<file path="src/rtl/lenet_pkg.sv">
// Shared LeNet datapath constants and pixel types.
package lenet_pkg;

  localparam int bitwidth    = 32;
  localparam int L1_CHANNELS = 2;
  localparam int L1_DIM      = 28;
  localparam int POOL1_DIM   = L1_DIM / 2;

  typedef logic signed [bitwidth-1:0] pixel_t;
  typedef pixel_t [L1_CHANNELS-1:0]   pixvec_t;

endpackage

</file>
<file path="src/rtl/max2_signed.sv">
// Combinational two-input signed maximum; ties return the shared value.
module max2_signed
  import lenet_pkg::*;
#(
  parameter int W = bitwidth
) (
  input  logic signed [W-1:0] a_i,
  input  logic signed [W-1:0] b_i,
  output logic signed [W-1:0] y_o
);

  assign y_o = (a_i >= b_i) ? a_i : b_i;

endmodule

</file>
<file path="src/rtl/maxpool2x2_stream.sv">
// Streaming 2x2 stride-2 max-pool over a raster pixel stream, one lane per channel.
// Even rows park horizontal maxima in a half-width line buffer; odd rows finish the window.
module maxpool2x2_stream
  import lenet_pkg::L1_CHANNELS, lenet_pkg::L1_DIM;
#(
  parameter int bitwidth = lenet_pkg::bitwidth,
  parameter int CHANNELS = L1_CHANNELS,
  parameter int IN_W     = L1_DIM,
  parameter int IN_H     = L1_DIM
) (
  input  logic                               clk,
  input  logic                               rst_n,
  input  logic                               in_valid,
  output logic                               in_ready,
  input  logic [CHANNELS-1:0][bitwidth-1:0]  in_data,
  output logic                               out_valid,
  input  logic                               out_ready,
  output logic [CHANNELS-1:0][bitwidth-1:0]  out_data,
  output logic                               out_last
);

  localparam int CW = $clog2(IN_W);
  localparam int RW = $clog2(IN_H);

  logic [CW-1:0] col_q, col_d;
  logic [RW-1:0] row_q, row_d;
  logic [CHANNELS-1:0][bitwidth-1:0] hold_q, hold_d;
  logic [CHANNELS-1:0][bitwidth-1:0] out_data_q, out_data_d;
  logic out_valid_q, out_valid_d;
  logic out_last_q, out_last_d;

  logic [CHANNELS-1:0][bitwidth-1:0] linebuf_q [IN_W/2];
  logic [CHANNELS-1:0][bitwidth-1:0] lb_rd, hmax, vmax;
  logic accept, lb_we;

  assign in_ready  = !(out_valid_q && !out_ready);
  assign accept    = in_valid && in_ready;
  assign lb_rd     = linebuf_q[col_q[CW-1:1]];
  assign out_valid = out_valid_q;
  assign out_data  = out_data_q;
  assign out_last  = out_last_q;

  for (genvar ch = 0; ch < CHANNELS; ch++) begin : g_lane
    max2_signed #(.W(bitwidth)) u_hmax (
      .a_i(hold_q[ch]),
      .b_i(in_data[ch]),
      .y_o(hmax[ch])
    );
    max2_signed #(.W(bitwidth)) u_vmax (
      .a_i(lb_rd[ch]),
      .b_i(hmax[ch]),
      .y_o(vmax[ch])
    );
  end

  always_comb begin
    col_d       = col_q;
    row_d       = row_q;
    hold_d      = hold_q;
    out_data_d  = out_data_q;
    out_valid_d = out_valid_q;
    out_last_d  = out_last_q;
    lb_we       = 1'b0;

    if (out_valid_q && out_ready) begin
      out_valid_d = 1'b0;
      out_last_d  = 1'b0;
    end

    if (accept) begin
      if (!col_q[0]) begin
        hold_d = in_data;
      end else if (!row_q[0]) begin
        lb_we = 1'b1;
      end else begin
        // A same-cycle refill overrides the drain above.
        out_valid_d = 1'b1;
        out_data_d  = vmax;
        out_last_d  = (row_q == RW'(IN_H-1)) && (col_q == CW'(IN_W-1));
      end

      if (col_q == CW'(IN_W-1)) begin
        col_d = '0;
        row_d = (row_q == RW'(IN_H-1)) ? '0 : row_q + 1'b1;
      end else begin
        col_d = col_q + 1'b1;
      end
    end
  end

  always_ff @(posedge clk or negedge rst_n) begin
    if (!rst_n) begin
      col_q       <= '0;
      row_q       <= '0;
      hold_q      <= '0;
      out_data_q  <= '0;
      out_valid_q <= 1'b0;
      out_last_q  <= 1'b0;
    end else begin
      col_q       <= col_d;
      row_q       <= row_d;
      hold_q      <= hold_d;
      out_data_q  <= out_data_d;
      out_valid_q <= out_valid_d;
      out_last_q  <= out_last_d;
    end
  end

  // Contents need no reset: every entry is written on an even row before it is read.
  always_ff @(posedge clk) begin
    if (lb_we) linebuf_q[col_q[CW-1:1]] <= hmax;
  end

endmodule

</file>
<file path="config.mk">
export PLATFORM = sky130hd
export DESIGN_NAME = maxpool2x2_stream
export DESIGN_NICKNAME = d
export VERILOG_FILES = /design/src/rtl/lenet_pkg.sv /design/src/rtl/max2_signed.sv /design/src/rtl/maxpool2x2_stream.sv
export SDC_FILE = /design/constraint.sdc
export NUM_CORES = 1
export LEC_CHECK = 0
export ABC_CLOCK_PERIOD_IN_PS = 6800
export BUFFER_PORTS_ARGS = -buffer_cell sky130_fd_sc_hd__buf_2
export CORE_ASPECT_RATIO = 0.8
export CORE_MARGIN = 8
export CORE_UTILIZATION = 40
export CTS_CLUSTER_SIZE = 16
export DETAILED_ROUTE_END_ITERATION = 16
export HOLD_SLACK_MARGIN = 0.15
export PLACE_DENSITY = 0.63
export RECOVER_POWER = 100
export REMOVE_ABC_BUFFERS = 1
export SLEW_MARGIN = 15
export SYNTH_ARGS = -nofsm -noshare
export SYNTH_HDL_FRONTEND = slang
export SYNTH_SLANG_ARGS = --single-unit
</file>
<file path="constraint.sdc">
create_clock -name clk -period 6.8 [get_ports clk]
set_clock_uncertainty 0.15 [all_clocks]
set_input_delay 1.36 -clock clk [delete_from_list [all_inputs] [get_ports clk]]
set_output_delay 1.36 -clock clk [all_outputs]
set_load 0.01 [all_outputs]
</file>
==> flow_summary.yaml <==
synthesis:
  yosysWarningCount: 0
  avgSynthCellArea_sq_um: 15.7
  netlist-cell-type-count: 68
  synth_cells: 3018
  ys_async_sr_fraction: 0.135
  synth_top_flop_cell: "edfxtp_1"
  synthMuxAreaShare: 0.137
  synth-seq-cells: 1036
  synth_xor_area_frac: 0
  yosysSeqAreaShare: 0.641
  synthAdderAreaFrac: 0.0343
  synthSimpleGateAreaFrac: 0.0856
  synth_top_family_by_area: "multiplexers"
  synth_edf_count: 896
  syn-cell-area_sq_mm: 0.0474
  synth_compound_area_frac: 0.0709
clock_network:
  cts_tree: "built"
  cts.sinks: 1036
  cts_hold_buf: 0
  clockBufferDepth: 3
  htreeDepth: 3
  post-cts-setup-buffers: 0
  numCtsBuffers: 108
  clock_latency_ns: 0.68
  cts_root_buffer: "clkbuf_16"
  clk_pin_slew_worst_paths_ns: 0.06
  post_cts_resized: 0
floorplanning:
  initial_core_util: 0.401
  core_area_sq_mm: 0.118
  fp.dieArea_sq_mm: 0.130
  die_w_microns: 401
  io_pins: 135
  die_h_microns: 324
  rows: 113
placed_design:
  placed_area_sq_mm: 0.0505
  dp_hpwl_mm: 70.7
  gp_congestion: 0.822
  port_buffers: 134
grt:
  gr-usage-all-layers: 0.180
  grt_pass1_wl_mm: 181
  antenna_found_initial: 4
  grt-ovfl-total: 0
  grt_start_max_net_pins: 97
  grt_pass1_vias: 27500
outcome:
  status: "complete, but fails checks"
  violations: "capacitance limit, slew limit"
worst_hold_path:
  hold_path_depth: 2
  hold_end: "out_data[21]"
  hold_class: "flip-flop to flip-flop"
  min_from: "out_data[21]"
cells_and_area:
  final_cell_mix: "edfxtp_1 (896), nand2_1 (293), mux4_2 (254), inv_1 (138), dfrtp_1 (136)"
  fin_util: 0.450
  final_area_sq_mm: 0.0532
  multi_input_area_sq_mm: 0.0152
  nNetsFinal: 3355
  synthToLayoutAreaGrowth_pct: 12.2
  fill_cells: 10300
  drive_gt1_frac: 0.215
  layout_commonest_cell: "edfxtp_1"
  regArea_sq_mm: 0.0304
timing:
  rsz0062_at_grt: "no"
  max_freq_ghz: 0.158
  finalHoldViolations: 0
  tightestPinTransition_ns: 4.54
  finalCritPeriodShare: 0.930
  whs_ns: 0.357
  finalSetupViolCount: 0
  timing.final.max_slew_violations: 866
  slew-limit-headroom: -2.03
  final.setup.tns_ns: 0
  period_minus_slack_ns: 6.33
setup_path:
  end_kind: "flip-flop"
  rr_endpoint: "linebuf_q[11][63]"
  crit_fanout: 16
  critPathRequiredTime_ns: 7.22
  path_class: "primary input to flip-flop"
  r2r_slack_ns: 0.59
  regToRegStartpoint: "col_q[3]"
  worstPathArrival_ns: 6.75
  crit_path_start_kind: "primary input"
  r2r_cells: 4
pwr:
  powerDensity_mw_per_mm2: 413
  p_total_mw: 22.0
  power_leakage_nw: 18.3
  peakVddDrop_mv: 0.367
drt:
  drt-total-wl_mm: 120
  drtIter0Drc: 2960
  drc: 0
  routed_via_density: 5.84
  first_pass_iters: 7
  vias: 28000
  wl_per_cell_microns: 25.1
  ant_nets: 0
job:
  cap_violations: 25
-- how the worst max path moves through the flow --
stage / cells after the start / endpoint / slack [ns] / start
after floorplan: 2 / linebuf_q[1][0] / -7.91 / col_q[1]
after global placement: 19 / out_data[18] / 0.15 / in_data[14]
after detailed placement: 18 / out_data[32] / 0.13 / in_data[63]
after CTS: 20 / out_data[18] / 0.83 / in_data[14]
after global routing: 1 / col_q[4] / 0.26 / rst_n
final: 20 / out_data[26] / 0.47 / in_data[14]
-- sequential cells by signal, indices dropped and copies added (netlist names) --
register	flops
linebuf_q	896
hold_q	64
out_data	64
col_q	5
row_q	5
out_last	1
out_valid	1
-- critical path: stages --
cell and delay [ns]:
clkbuf_1 0.14, inv_1 0.10, ha_1 0.32, nand4_1 0.34
a2111oi_0 0.66, buf_4 0.23, o21a_1 0.12, buf_4 0.23
nor4_1 0.09, nor4b_1 0.57, buf_4 0.24, ha_1 0.25
a21o_1 0.18, a21o_1 0.17, a21oi_1 0.31, o21ai_0 0.15
a221o_1 0.39, or3_2 0.44, buf_4 0.25, o211ai_1 0.20
-- area by class of cell --
class | count | share of cell area
Antenna cell | 1 | 0.0000470
Clock buffer | 137 | 0.0546
Clock inverter | 65 | 0.0120
Inverter | 140 | 0.00988
Multi-Input combinational cell | 1625 | 0.287
Sequential cell | 1036 | 0.572
Tap cell | 1552 | 0.0365
Timing Repair Buffer | 246 | 0.0286
-- cell families (layout without fill, tap and decap cells) --
kind of cell	after synthesis	after routing
other cells	0	1
buf+inv	357	588
fa+ha+maj	130	130
compound gates	465	465
flops	1036	1036
mux	325	325
simple gates	705	705
-- metal layers --
| layer | track usage | vias up | share of wire |
|---|---|---|---|
| met5 | 0 | - | 0.00014 |
| met4 | 0.0465 | 2 | 0.022 |
| met3 | 0.0326 | 166 | 0.066 |
| met2 | 0.286 | 959 | 0.47 |
| met1 | 0.258 | 14600 | 0.44 |
| li1 | - | 12300 | - |
-- where the power goes --
| part | switching [mW] | internal [mW] | total [mW] |
|---|---|---|---|
| clock network | 2.47 | 3.42 | 5.89 |
| logic | 4.54 | 3.01 | 7.55 |
| registers | 0.514 | 8.03 | 8.55 |
| total | 7.53 | 14.5 | 22.0 |
-- cell usage after synthesis (24+ instances only) --
library cell  instances  area [sq um]
nor4_1               67           419
nand2_1             293          1100
inv_1               139           522
mux4_2              254          5720
and2_1               37           231
edfxtp_1            896         26900
or3_1                36           225
nor4b_2              24           360
and4bb_1             29           363
a41oi_1              31           272
ha_1                130          1630
mux2_2               67           754
nand4_1              30           188
clkbuf_1            155           582
o211ai_1             72           541
a22oi_1              34           255
buf_1                31           116
nand3_1             110           551
a21oi_1             101           505
nor2_1               27           101
o31ai_2              30           375
a31oi_1              34           213
o21ai_0              82           410
dfrtp_1             140          3500
o211ai_2             27           338
-- per-stage QoR --
| stage | worst slack, ns | cells |
|---|---|---|
| final | 0.473 | 4802 |
| after global routing | 0.260 | 4802 |
| after CTS | 0.827 | 4801 |
| after detailed placement | 0.129 | 4599 |
| after global placement | 0.145 | 4599 |
| after floorplan | -7.91 | 2801 |
(Power assumes the default switching activity.)
